## src/rtl/alu_cmd_sequencer.sv

```systemverilog
// ALU issue stage: buffers commands in a FIFO, issues one at a time to a
// combinational ALU through registered operands, and holds each result until consumed.
module alu_cmd_sequencer #(
  parameter int DATA_WIDTH = 32,
  parameter int DEPTH      = 4
) (
  input  logic                       clk,
  input  logic                       rst_n,
  input  logic                       cmd_valid,
  output logic                       cmd_ready,
  input  logic [DATA_WIDTH-1:0]      cmd_a,
  input  logic [DATA_WIDTH-1:0]      cmd_b,
  input  logic [2:0]                 cmd_op,
  output logic [DATA_WIDTH-1:0]      alu_a,
  output logic [DATA_WIDTH-1:0]      alu_b,
  output logic [2:0]                 alu_op,
  input  logic [DATA_WIDTH-1:0]      alu_result,
  input  logic                       alu_zero,
  output logic                       res_valid,
  input  logic                       res_ready,
  output logic [DATA_WIDTH-1:0]      res_data,
  output logic                       res_zero,
  output logic [$clog2(DEPTH):0]     fifo_level,
  output logic [7:0]                 done_count
);

  localparam int AW      = $clog2(DEPTH);
  localparam int LW      = AW + 1;
  localparam int ENTRY_W = 2 * DATA_WIDTH + 3;

  typedef enum logic [1:0] {IDLE, EXEC, HOLD} state_e;

  state_e state_q, state_d;

  logic [ENTRY_W-1:0]    mem_q [DEPTH];
  logic [AW-1:0]         wr_ptr_q, wr_ptr_d;
  logic [AW-1:0]         rd_ptr_q, rd_ptr_d;
  logic [LW-1:0]         level_q, level_d;
  logic [DATA_WIDTH-1:0] alu_a_q, alu_a_d;
  logic [DATA_WIDTH-1:0] alu_b_q, alu_b_d;
  logic [2:0]            alu_op_q, alu_op_d;
  logic                  res_valid_q, res_valid_d;
  logic [DATA_WIDTH-1:0] res_data_q, res_data_d;
  logic                  res_zero_q, res_zero_d;
  logic [7:0]            done_count_q, done_count_d;

  logic                  fifo_empty, fifo_full;
  logic                  push, pop, capture, consume;
  logic [ENTRY_W-1:0]    head;

  assign fifo_empty = (level_q == '0);
  assign fifo_full  = (level_q == LW'(DEPTH));
  assign cmd_ready  = !fifo_full;
  assign push       = cmd_valid && !fifo_full;
  assign head       = mem_q[rd_ptr_q];

  // FSM: state register
  always_ff @(posedge clk or negedge rst_n) begin
    if (!rst_n) state_q <= IDLE;
    else        state_q <= state_d;
  end

  // FSM: next state
  always_comb begin
    state_d = state_q;
    unique case (state_q)
      IDLE:    if (!fifo_empty) state_d = EXEC;
      EXEC:    state_d = HOLD;
      HOLD:    if (res_ready) state_d = fifo_empty ? IDLE : EXEC;
      default: state_d = IDLE;
    endcase
  end

  // FSM: control outputs; pops only from registered occupancy, never bypassing
  always_comb begin
    pop     = 1'b0;
    capture = 1'b0;
    consume = 1'b0;
    unique case (state_q)
      IDLE: pop = !fifo_empty;
      EXEC: capture = 1'b1;
      HOLD: begin
        consume = res_ready;
        pop     = res_ready && !fifo_empty;
      end
      default: ;
    endcase
  end

  // FIFO storage needs no reset: occupancy alone decides validity
  always_ff @(posedge clk) begin
    if (push) mem_q[wr_ptr_q] <= {cmd_op, cmd_b, cmd_a};
  end

  always_comb begin
    wr_ptr_d = push ? wr_ptr_q + 1'b1 : wr_ptr_q;
    rd_ptr_d = pop  ? rd_ptr_q + 1'b1 : rd_ptr_q;
    level_d  = level_q;
    unique case ({push, pop})
      2'b10:   level_d = level_q + 1'b1;
      2'b01:   level_d = level_q - 1'b1;
      default: level_d = level_q;
    endcase
  end

  always_comb begin
    alu_a_d      = pop ? head[DATA_WIDTH-1:0]            : alu_a_q;
    alu_b_d      = pop ? head[2*DATA_WIDTH-1:DATA_WIDTH] : alu_b_q;
    alu_op_d     = pop ? head[ENTRY_W-1:2*DATA_WIDTH]    : alu_op_q;
    res_data_d   = capture ? alu_result : res_data_q;
    res_zero_d   = capture ? alu_zero   : res_zero_q;
    res_valid_d  = res_valid_q;
    if (capture)      res_valid_d = 1'b1;
    else if (consume) res_valid_d = 1'b0;
    done_count_d = consume ? done_count_q + 8'd1 : done_count_q;
  end

  always_ff @(posedge clk or negedge rst_n) begin
    if (!rst_n) begin
      wr_ptr_q     <= '0;
      rd_ptr_q     <= '0;
      level_q      <= '0;
      alu_a_q      <= '0;
      alu_b_q      <= '0;
      alu_op_q     <= '0;
      res_valid_q  <= 1'b0;
      res_data_q   <= '0;
      res_zero_q   <= 1'b0;
      done_count_q <= '0;
    end else begin
      wr_ptr_q     <= wr_ptr_d;
      rd_ptr_q     <= rd_ptr_d;
      level_q      <= level_d;
      alu_a_q      <= alu_a_d;
      alu_b_q      <= alu_b_d;
      alu_op_q     <= alu_op_d;
      res_valid_q  <= res_valid_d;
      res_data_q   <= res_data_d;
      res_zero_q   <= res_zero_d;
      done_count_q <= done_count_d;
    end
  end

  assign alu_a      = alu_a_q;
  assign alu_b      = alu_b_q;
  assign alu_op     = alu_op_q;
  assign res_valid  = res_valid_q;
  assign res_data   = res_data_q;
  assign res_zero   = res_zero_q;
  assign fifo_level = level_q;
  assign done_count = done_count_q;

endmodule

```

## config.mk

```make
export PLATFORM = sky130hd
export DESIGN_NAME = alu_cmd_sequencer
export DESIGN_NICKNAME = d
export VERILOG_FILES = /design/src/rtl/alu_cmd_sequencer.sv
export SDC_FILE = /design/constraint.sdc
export NUM_CORES = 1
export LEC_CHECK = 0
export BUFFER_PORTS_ARGS = -buffer_cell sky130_fd_sc_hd__buf_4
export CORE_MARGIN = 2
export CORE_UTILIZATION = 32
export DETAILED_ROUTE_END_ITERATION = 12
export PLACE_DENSITY_LB_ADDON = 0.1
export SETUP_SLACK_MARGIN = 0.5
export SYNTH_ARGS = -nofsm -noshare
export SYNTH_HDL_FRONTEND = slang
export SYNTH_SLANG_ARGS = --single-unit
```

## constraint.sdc

```tcl
create_clock -name clk -period 3.2 [get_ports clk]
set_clock_uncertainty 0.1 [all_clocks]
set_input_delay 0.64 -clock clk [delete_from_list [all_inputs] [get_ports clk]]
set_output_delay 0.64 -clock clk [all_outputs]
set_load 0.01 [all_outputs]
```

==> out/metrics.csv, run 1 <==
stage,metric,value,unit
run_status,status,"complete, but fails checks",
run_status,violations,negative hold slack,
setup_path,end_kind,register,
timing,worst_pin_slew,772.6,ps
clocking,post_cts_resized,0,
pwr,vdd_ir_drop_max,527.9,uV
clocking,cts_max_level,2,
setup_path,crit_fanout,6,
grt,grtUsageMet3,3.694,%
setup_path,critPathKind,reg -> reg,
grt,grt-ovfl-total,0,
route,drc,0,
cells_and_area,antenna_cells,0,
route,wl_per_cell,20.98,um
timing,setup_violations,0,
clocking,clock_sinks,386,
timing,slew_headroom,48.49,%
timing,fmax,0.4107,GHz
logic_synthesis,synth_fp_nets,747,
die,start_util,32.36,%
cells_and_area,fill_cells,3970,
logic_synthesis,synthTopCellsByArea,"edfxtp_1 (56%), dfrtp_1 (21%), mux4_2 (11%)",
logic_synthesis,ys_seq_area_share,77.05,%
placed_design,numPortBuffers,216,
timing,worst_slack,765.3,ps
setup_path,max_stage_delay,490,ps
logic_synthesis,synth_ff_type,edfxtp_1,
die,row_count,77,
cells_and_area,final_cell_count_no_fill,1511,
placed_design,post-place-ws,768.6,ps
setup_path,r2r-end,fifo_level[2]$_DFFE_PN0P_,
logic_synthesis,synthTopCellsByCount,"edfxtp_1 (268), dfrtp_1 (118), mux2_2 (94), mux4_2 (67), buf_2 (17)",
clocking,insertion_delay,550,ps
cells_and_area,syn2layout_area_growth,26.96,%
logic_synthesis,syn_inst,636,
logic_synthesis,synth-async-reset-ratio,30.57,%
route,drtAntennaViolNets,0,
logic_synthesis,synth_most_common_cell,edfxtp_1,
placed_design,post-dp-hpwl,19020,um
die,die_h,215.2,um
timing,hold_violations,2,
timing,finalCritPeriodShare,76.08,%
logic_synthesis,synthesis.area,14280,um^2
timing,fin_hold_ws,-2.530,ps
setup_path,critPathCapture,fifo_level[2]$_DFFE_PN0P_,
timing,drv_slew,0,
setup_path,critPathBufInv,2,
placed_design,place_inst,1433,
die,die_w,215.2,um
cells_and_area,drive_gt1_share,51.58,%
setup_path,startpoint_type,register,
setup_path,ff2ff_setup_slack,770,ps
clocking,clockBufferDepth,3,
setup_path,path_delay_family,simple AND/OR/NAND/NOR gates,
cells_and_area,nets,998,
setup_path,required,3570,ps
placed_design,gp_congestion,0.7567,
clocking,hold_buffers,0,
timing,rsz0062_at_grt,no,
logic_synthesis,synth-edff-count,268,
grt,grt-busiest-layer,met2,
hold_path,hold_class,in -> async,
clocking,cts_made_buffers,44,
route,vias,6916,
setup_path,r2r_cells,9,
grt,grt_pass1_wl,48670,um
clocking,root_buffer,clkbuf_16,
die,pin_count,217,
setup_path,path_depth,9,
logic_synthesis,ys_ff_latch,386,
grt,grt_antenna_before_repair,1,
pwr,p_leak,0.006747,uW
clocking,cts_tree,yes,
setup_path,cp_cell_sequence,or3b_1 > and2_1 > inv_1 > ha_1 > inv_1 > fa_1 > xor2_1 > nor2_1 > xor2_1,
pwr,power,18320,uW
setup_path,timing.rr.start,fifo_level[0]$_DFFE_PN0P_,
grt,grt_use_met1,17.11,%
grt,met2_usage,23.89,%
setup_path,critPathSlowestCell,or3b_1,
clocking,post-cts-setup-buffers,0,
timing,period_minus_slack,2435,ps
logic_synthesis,netlist.area_leader.share,56.37,%
setup_path,cp_data_arrival_time,2800,ps
grt,grt_pass1_vias,7794,
route,drt_iter0_drc,376,
logic_synthesis,ys_types,32,
logic_synthesis,yosysTopAreaCell,edfxtp_1,
logic_synthesis,ys_warn_count,0,
die,die_area,46320,um^2
run,cap_violations,0,
route,drtPass1Iterations,5,
pwr,p_per_area,1010,nW/um^2
die,core,44120,um^2
logic_synthesis,syn_area_per_cell,22.45,um^2
timing,fin_tns_setup,0,ps
route,routed_wirelength,31700,um
grt,grt_max_degree,74,
clocking,clkTransAtPathRegs,60,ps
grt,grt_use_total,13.95,%
route,viasPerCell,4.577,
setup_path,startpoint,fifo_level[0]$_DFFE_PN0P_,
==> cells by family after synthesis <==
logic type / Yosys count / synth area share [%]
buffers and inverters: 33 / 1.376
XOR/XNOR: 13 / 0.7975
AND/OR/NAND/NOR: 26 / 1.166
multiplexers: 170 / 18.89
AO/OA/AOI/OAI: 1 / 0.05260
adder cells (fa/ha/maj): 7 / 0.6660
flip-flops: 386 / 77.05
==> final cells by class <==
cell class              instances  area [um^2]  area share [%]
clock inverters                15        156.4          0.8628
flip-flops and latches        386        11010           60.73
inverters                       6        22.52          0.1242
multi-input cells             217         3109           17.15
clock buffers                  63         1244           6.861
repair buffers                232         1846           10.18
well taps                     592        740.7           4.086
==> routing by layer <==
metal  vias up  part of all wire [%]
met2       197                    50
met5         -                 0.025
met1      3630                    42
met3        44                   6.0
li1       3043                     -
met4         2                   2.0
==> through the flow <==
step	instance area, um^2	hold slack, ps	utilization, %
after floorplan	14280	244.4	-
after global placement	16730	367.9	37.91
after detailed placement	16730	369.3	37.91
after CTS	18130	30.07	41.08
after global routing	18130	53.65	41.08
final	18130	-2.530	41.08
==> worst reg2reg max path: stages, from the launching register on <==
cell and delay, ps:
dfrtp_1 430, or3b_1 490, and2_1 240, inv_1 70, ha_1 170, inv_1 60
fa_1 370, xor2_1 150, nor2_1 110, xor2_1 170
==> registers in the layout, indices dropped and copies added, names as in the netlist <==
name	flops
done_count	8
res_data	32
wr_ptr_q	2
res_zero	1
mem_q	268
fifo_level	3
alu_op	3
res_valid	1
rd_ptr_q	2
alu_b	32
alu_a	32
state_q	2
==> report_power, final <==
part	internal, uW	switching, uW	leakage, uW	total, uW
Clock	2930	1910	0.000683	4840
Sequential	6920	713	0.00384	7630
Combinational	3200	2650	0.00222	5840
Total	13000	5270	0.00675	18300
==> how the worst min path moves through the flow <==
stage,from,end,depth (start not counted)
after detailed placement,done_count[7]$_DFFE_PN0P_,done_count[7]$_DFFE_PN0P_,1
after global routing,rst_n,res_data[19]$_DFFE_PN0P_,1
after floorplan,rst_n,alu_a[0]$_DFFE_PN0P_,0
final,rst_n,res_data[19]$_DFFE_PN0P_,1
after global placement,done_count[7]$_DFFE_PN0P_,done_count[7]$_DFFE_PN0P_,1
after CTS,rst_n,res_data[19]$_DFFE_PN0P_,1
==> layout by cell type (no fill, tap or decap), types with 2 or more instances in the layout <==
master / count
mux2_4: 8
xnor2_1: 5
xor2_1: 8
ha_1: 6
inv_1: 6
clkbuf_8: 5
mux2_2: 94
clkinvlp_4: 2
clkinv_2: 7
clkbuf_16: 45
clkinv_1: 2
bufinv_16: 3
nor2_1: 2
dfrtp_1: 116
buf_4: 223
nor3_1: 3
buf_12: 8
dfrtp_4: 2
mux4_2: 67
and3_4: 4
edfxtp_1: 268
nand3_1: 3
clkbuf_1: 13
Note: power is estimated with default switching activity, not from simulation.
==> inputs of run 2 (changes only) <==
==> constraint.sdc (replaced) <==
create_clock -name clk -period 2.4 [get_ports clk]
set_clock_uncertainty 0.1 [all_clocks]
set_input_delay 0.48 -clock clk [delete_from_list [all_inputs] [get_ports clk]]
set_output_delay 0.48 -clock clk [all_outputs]
set_load 0.01 [all_outputs]
==> out/metrics.csv, run 2 (synthesis results as in run 1) <==
stage,metric,value,unit,change
route,drc,0,,unchanged
setup_path,crit_fanout,3,,was 6
grt,grt_use_total,14.26,%,was 13.95%
timing,setup_violations,0,,unchanged
placed_design,post-dp-hpwl,18850,um,"was 19,020 um"
die,core,44120,um^2,unchanged
setup_path,timing.rr.start,fifo_level[0]$_DFFE_PN0P_,,unchanged
timing,worst_pin_slew,415.7,ps,was 772.6 ps
clocking,cts_tree,yes,,unchanged
cells_and_area,mostFrequentLayoutCells,"edfxtp_1 (268), buf_4 (223), dfrtp_1 (115), mux2_2 (94), mux4_2 (67)",,"was edfxtp_1 (268), buf_4 (223), dfrtp_1 (116), mux2_2 (94), mux4_2 (67)"
pwr,p_leak,0.007161,uW,was 0.006747 uW
die,die_h,215.2,um,unchanged
die,die_area,46320,um^2,unchanged
setup_path,cp_cell_sequence,or3b_4 > buf_4 > buf_6,,was or3b_1 > and2_1 > inv_1 > ha_1 > inv_1 > fa_1 > xor2_1 > nor2_1 > xor2_1
placed_design,numPortBuffers,216,,unchanged
pwr,power,25310,uW,"was 18,320 uW"
route,viasPerCell,4.529,,was 4.577
clocking,clkTransAtPathRegs,60,ps,about the same
setup_path,startpoint_type,register,,unchanged
clocking,cts_made_buffers,43,,was 44
setup_path,cp_data_arrival_time,1600,ps,was 2800 ps
die,die_w,215.2,um,unchanged
grt,grt_antenna_before_repair,0,,was 1
setup_path,startpoint,fifo_level[0]$_DFFE_PN0P_,,unchanged
placed_design,gp_congestion,0.7654,,was 0.7567
cells_and_area,antenna_cells,0,,unchanged
timing,fin_tns_setup,0,ps,unchanged
setup_path,ff2ff_setup_slack,280,ps,was 770 ps
route,top_layer_used,met4,,was met5
clocking,clock_sinks,386,,unchanged
grt,grt_pass1_vias,8116,,"was 7,794"
timing,hold_violations,0,,was 2
cells_and_area,final_util,43.24,%,was 41.08%
route,wl_per_cell,20.59,um,was 20.98 um
timing,finalCritPeriodShare,90.84,%,
setup_path,critPathSlowestCell,dfrtp_2,,was or3b_1
cells_and_area,syn2layout_area_growth,33.63,%,was 26.96%
route,met1_length,13690,um,"was 13,180 um"
setup_path,critPathCapture,cmd_ready,,was fifo_level[2]$_DFFE_PN0P_
grt,grt_pass1_wl,49690,um,"was 48,670 um"
die,row_count,77,,unchanged
run,cap_violations,0,,unchanged
grt,grt-ovfl-total,0,,unchanged
timing,rsz0062_at_grt,yes,,was no
clocking,insertion_delay,560,ps,was 550 ps
hold_path,hold_class,in -> reg,,was in -> async
setup_path,required,1820,ps,was 3570 ps
setup_path,critPathKind,reg -> out,,was reg -> reg
grt,grt_max_degree,55,,was 74
route,routed-wl-met2,16590,um,"was 15,990 um"
die,pin_count,217,,unchanged
route,wl_met3,1615,um,was 1891 um
setup_path,end_kind,output port,,was register
route,vias,7187,,"was 6,916"
cells_and_area,largest_register_ffs,268,,unchanged
cells_and_area,top_register,mem_q,,unchanged
cells_and_area,layout_commonest_cell,edfxtp_1,,unchanged
route,drtAntennaViolNets,0,,unchanged
timing,period_minus_slack,2180,ps,
pwr,vdd_ir_drop_max,524.1,uV,was 527.9 uV
run_status,status,"complete, no violations",,"was complete, but fails checks"
timing,slew_headroom,72.29,%,was 48.49%
setup_path,r2r-end,fifo_level[2]$_DFFE_PN0P_,,unchanged
route,routed_wirelength,32670,um,"was 31,700 um"
die,start_util,32.36,%,unchanged
cells_and_area,drive_gt1_share,50.05,%,was 51.58%
timing,fmax,0.4587,GHz,
timing,drv_slew,0,,unchanged
cells_and_area,nets,1071,,was 998
setup_path,max_stage_delay,410,ps,was 490 ps
route,drt_iter0_drc,373,,was 376
clocking,root_buffer,clkbuf_16,,unchanged
route,drtPass1Iterations,4,,was 5
clocking,cts_max_level,2,,unchanged
pwr,p_per_area,1327,nW/um^2,was 1010 nW/um^2
setup_path,r2r_cells,9,,unchanged
clocking,clockBufferDepth,3,,unchanged
==> run 2: stage by stage <==
stage / instances / cell area, um^2 / setup slack [ps] / hold WS [ps]
floorplan: 636 / 14330 / 254.9 / 84.41
global placement: 1433 / 16840 / 201.8 / 318.7
detailed placement: 1433 / 16840 / 144.5 / 324.4
CTS: 1583 / 19000 / 216.3 / 0.6909
global route: 1587 / 19080 / 158.5 / 12.31
finish: 1587 / 19080 / 219.8 / 39.39
==> run 2: timing repair <==
action	CTS	global route
endpoints found under the hold margin	267	0
buffers inserted	6	2
pin swaps	5	4
gates resized for setup	2	4
cloned	2	2
endpoints found under the setup margin	62	70
hold buffers	62	0
==> run 2: power by group <==
part / internal, uW / total, uW / switching [uW]
Clock: 3990 / 6580 / 2590
Sequential: 9220 / 10100 / 905
Combinational: 4780 / 8610 / 3820
Total: 18000 / 25300 / 7320
==> run 2: how the worst min path moves through the flow <==
stage               startpoint                       end  slack, ps  cells after the start
detailed placement       rst_n  res_data[19]$_DFFE_PN0P_        320                      1
finish               cmd_a[23]    mem_q[2][23]$_DFFE_PP_         40                      1
global route         cmd_b[17]    mem_q[0][49]$_DFFE_PP_         10                      1
floorplan                rst_n      alu_a[0]$_DFFE_PN0P_         80                      0
global placement         rst_n  res_data[19]$_DFFE_PN0P_        320                      1
CTS                  cmd_op[0]    mem_q[3][64]$_DFFE_PP_        0.7                      1
==> run 2: final cells by class <==
type,instances,area [um^2]
Clock inverter,24,250.2
Timing Repair Buffer,306,2738
Clock buffer,56,1175
Fill cell,3904,25050
Inverter,6,22.52
Multi-Input combinational cell,217,3143
Sequential cell,386,11010
Tap cell,592,740.7
==> run 2: critical path, delay by kind of cell (launching register included) <==
kind | cells | cell delay [ps]
DFF | 1 | 410
buffers and inverters | 2 | 260
and+or+nand+nor | 1 | 390
==> run 2: metal layers <==
metal | up-vias | global-route usage [%]
met5 | - | 0
met4 | 0 | 4.966
met3 | 49 | 3.128
met2 | 188 | 24.66
met1 | 3745 | 17.65
li1 | 3205 | -
==> inputs of run 3 (changes only) <==
--- a/config.mk
+++ b/config.mk
@@ -5,10 +5,10 @@
 export SDC_FILE = /design/constraint.sdc
 export NUM_CORES = 1
 export LEC_CHECK = 0
-export BUFFER_PORTS_ARGS = -buffer_cell sky130_fd_sc_hd__buf_4
 export CORE_MARGIN = 2
 export CORE_UTILIZATION = 32
 export DETAILED_ROUTE_END_ITERATION = 12
+export DONT_BUFFER_PORTS = 1
 export PLACE_DENSITY_LB_ADDON = 0.1
 export SETUP_SLACK_MARGIN = 0.5
 export SYNTH_ARGS = -nofsm -noshare
==> out/metrics.csv, run 3 (synthesis results as in run 1) <==
stage,metric,value,unit,change
run,cap_violations,0,,unchanged
setup_path,crit_fanout,6,,was 3
clocking,clockBufferDepth,3,,unchanged
timing,fmax,0.4637,GHz,was 0.4587 GHz
cells_and_area,layout_commonest_cell,edfxtp_1,,unchanged
setup_path,end_kind,register,,was output port
cells_and_area,largest_register_ffs,268,,unchanged
setup_path,cp_data_arrival_time,2510,ps,was 1600 ps
clocking,cts_max_level,2,,unchanged
timing,worst_pin_slew,513.4,ps,was 415.7 ps
grt,grt_antenna_before_repair,1,,was 0
route,drtAntennaViolNets,0,,unchanged
run_status,status,"complete, but fails checks",,"was complete, no violations"
die,pin_count,217,,unchanged
timing,period_minus_slack,2157,ps,was 2180 ps
route,drtPass1Iterations,4,,unchanged
route,routed_wirelength,31120,um,"was 32,670 um"
clocking,insertion_delay,550,ps,was 560 ps
cells_and_area,drive_gt1_share,34.55,%,was 50.05%
route,drc,0,,unchanged
clocking,hold_buffers,100,,was 62
clocking,cts_made_buffers,43,,unchanged
die,die_w,215.2,um,unchanged
grt,grt_max_degree,119,,was 55
clocking,clkTransAtPathRegs,60,ps,about the same
setup_path,timing.rr.start,fifo_level[0]$_DFFE_PN0P_,,unchanged
timing,finalCritPeriodShare,89.86,%,was 90.84%
route,vias,6579,,"was 7,187"
die,start_util,32.36,%,unchanged
timing,fin_hold_ws,-478.8,ps,was 39.39 ps
cells_and_area,top_register,mem_q,,unchanged
pwr,vdd_ir_drop_max,592.6,uV,was 524.1 uV
route,drt_iter0_drc,272,,was 373
grt,grt_pass1_wl,46570,um,"was 49,690 um"
clocking,root_buffer,clkbuf_16,,unchanged
placed_design,gp_congestion,0.7504,,was 0.7654
timing,fin_tns_setup,0,ps,unchanged
setup_path,required,2760,ps,was 1820 ps
grt,grt_pass1_vias,7438,,"was 8,116"
setup_path,startpoint_type,register,,unchanged
hold_path,hold_class,in -> async,,was in -> reg
pwr,power,23910,uW,"was 25,310 uW"
cells_and_area,syn2layout_area_growth,24.67,%,was 33.63%
clocking,clock_sinks,386,,unchanged
die,die_area,46320,um^2,unchanged
route,viasPerCell,4.663,,was 4.529
clocking,cts_tree,yes,,unchanged
setup_path,ff2ff_setup_slack,240,ps,was 280 ps
run_status,violations,negative hold slack,,
timing,rsz0062_at_grt,yes,,unchanged
grt,grt-ovfl-total,0,,unchanged
cells_and_area,nets,897,,"was 1,071"
pwr,p_leak,0.006275,uW,was 0.007161 uW
die,row_count,77,,unchanged
timing,slew_headroom,65.77,%,was 72.29%
grt,grt_use_total,13.49,%,was 14.26%
die,core,44120,um^2,unchanged
route,wl_per_cell,22.06,um,was 20.59 um
setup_path,critPathKind,reg -> reg,,was reg -> out
timing,drv_slew,0,,unchanged
die,die_h,215.2,um,unchanged
setup_path,r2r_cells,9,,unchanged
placed_design,numPortBuffers,0,,was 216
timing,hold_violations,118,,was 0
cells_and_area,mostFrequentLayoutCells,"edfxtp_1 (268), dfrtp_1 (115), dlygate4sd3_1 (100), mux2_2 (94), mux4_2 (67)",,"was edfxtp_1 (268), buf_4 (223), dfrtp_1 (115), mux2_2 (94), mux4_2 (67)"
cells_and_area,antenna_cells,0,,unchanged
placed_design,post-dp-hpwl,17340,um,"was 18,850 um"
setup_path,r2r-end,fifo_level[2]$_DFFE_PN0P_,,unchanged
pwr,p_per_area,1343,nW/um^2,was 1327 nW/um^2
timing,setup_violations,0,,unchanged
run 3: cell count changes in the layout (fill, tap and decap cells not counted), sizes merged:
cell,change
bufinv,+1
clkinv,-1
dlygate4sd3,+38
clkbuf,-3
buf,-211
run 3: per-stage QoR:
step | setup WS (ps) | util [%] | cell area (um^2) | hold WS [ps] | cells
after floorplan | 254.9 | - | 14330 | 84.41 | 636
after global placement | 259.0 | 34.44 | 15200 | 88.65 | 1221
after detailed placement | 237.7 | 34.44 | 15200 | 89.16 | 1221
after CTS | 245.2 | 40.17 | 17720 | -525.7 | 1405
after global routing | 157.8 | 40.34 | 17800 | -525.7 | 1411
final | 243.3 | 40.34 | 17800 | -478.8 | 1411
run 3: per-layer routing:
layer / share of wire (%) / track usage [%] / wire (um)
met4: 1.8 / 4.529 / 567
met2: 52 / 23.96 / 16080
met1: 40 / 15.47 / 12390
met3: 6.6 / 4.076 / 2068
met5: 0.035 / 0 / 11
run 3: where the power goes:
group          leakage [uW]  switching, uW  internal, uW
clock              0.000709           2570          4060
combinational       0.00172           2880          3620
sequential          0.00384           1560          9220
total               0.00628           7000         16900
run 3: worst max-delay path by stage:
stage / startpoint / to / slack, ps
3_5_place_dp: fifo_level[1]$_DFFE_PN0P_ / fifo_level[2]$_DFFE_PN0P_ / 240
4_1_cts: fifo_level[1]$_DFFE_PN0P_ / fifo_level[2]$_DFFE_PN0P_ / 250
3_3_place_gp: fifo_level[1]$_DFFE_PN0P_ / fifo_level[2]$_DFFE_PN0P_ / 260
6_report: fifo_level[0]$_DFFE_PN0P_ / fifo_level[2]$_DFFE_PN0P_ / 240
2_1_floorplan: fifo_level[2]$_DFFE_PN0P_ / mem_q[0][0]$_DFFE_PP_ / 250
5_1_grt: fifo_level[0]$_DFFE_PN0P_ / fifo_level[2]$_DFFE_PN0P_ / 160
run 3: what timing repair did:
| action | 4_1_cts | 5_1_grt |
|---|---|---|
| setup endpoints to repair | 241 | 205 |
| pin swaps | 2 | 6 |
| setup buffers | 4 | 5 |
| endpoints found under the hold margin | 419 | 118 |
| cloned | 2 | 1 |
| gates resized for setup | 2 | 3 |
run 3: final cells by class:
| type | count | area, um^2 |
|---|---|---|
| Inverter | 6 | 25.02 |
| Clock buffer | 54 | 1159 |
| Timing Repair Buffer | 132 | 1451 |
| Sequential cell | 386 | 11010 |
| Fill cell | 3919 | 26330 |
| Multi-Input combinational cell | 217 | 3143 |
| Tap cell | 592 | 740.7 |
| Clock inverter | 24 | 271.5 |
run 3: worst max-delay path: stages (launching register included):
cell and delay [ps]:
dfrtp_2 400, or3b_4 460, and2_4 180, inv_4 50, ha_4 120, inv_2 30, fa_2 320, xor2_1 150
nor2_1 110, xor2_1 160
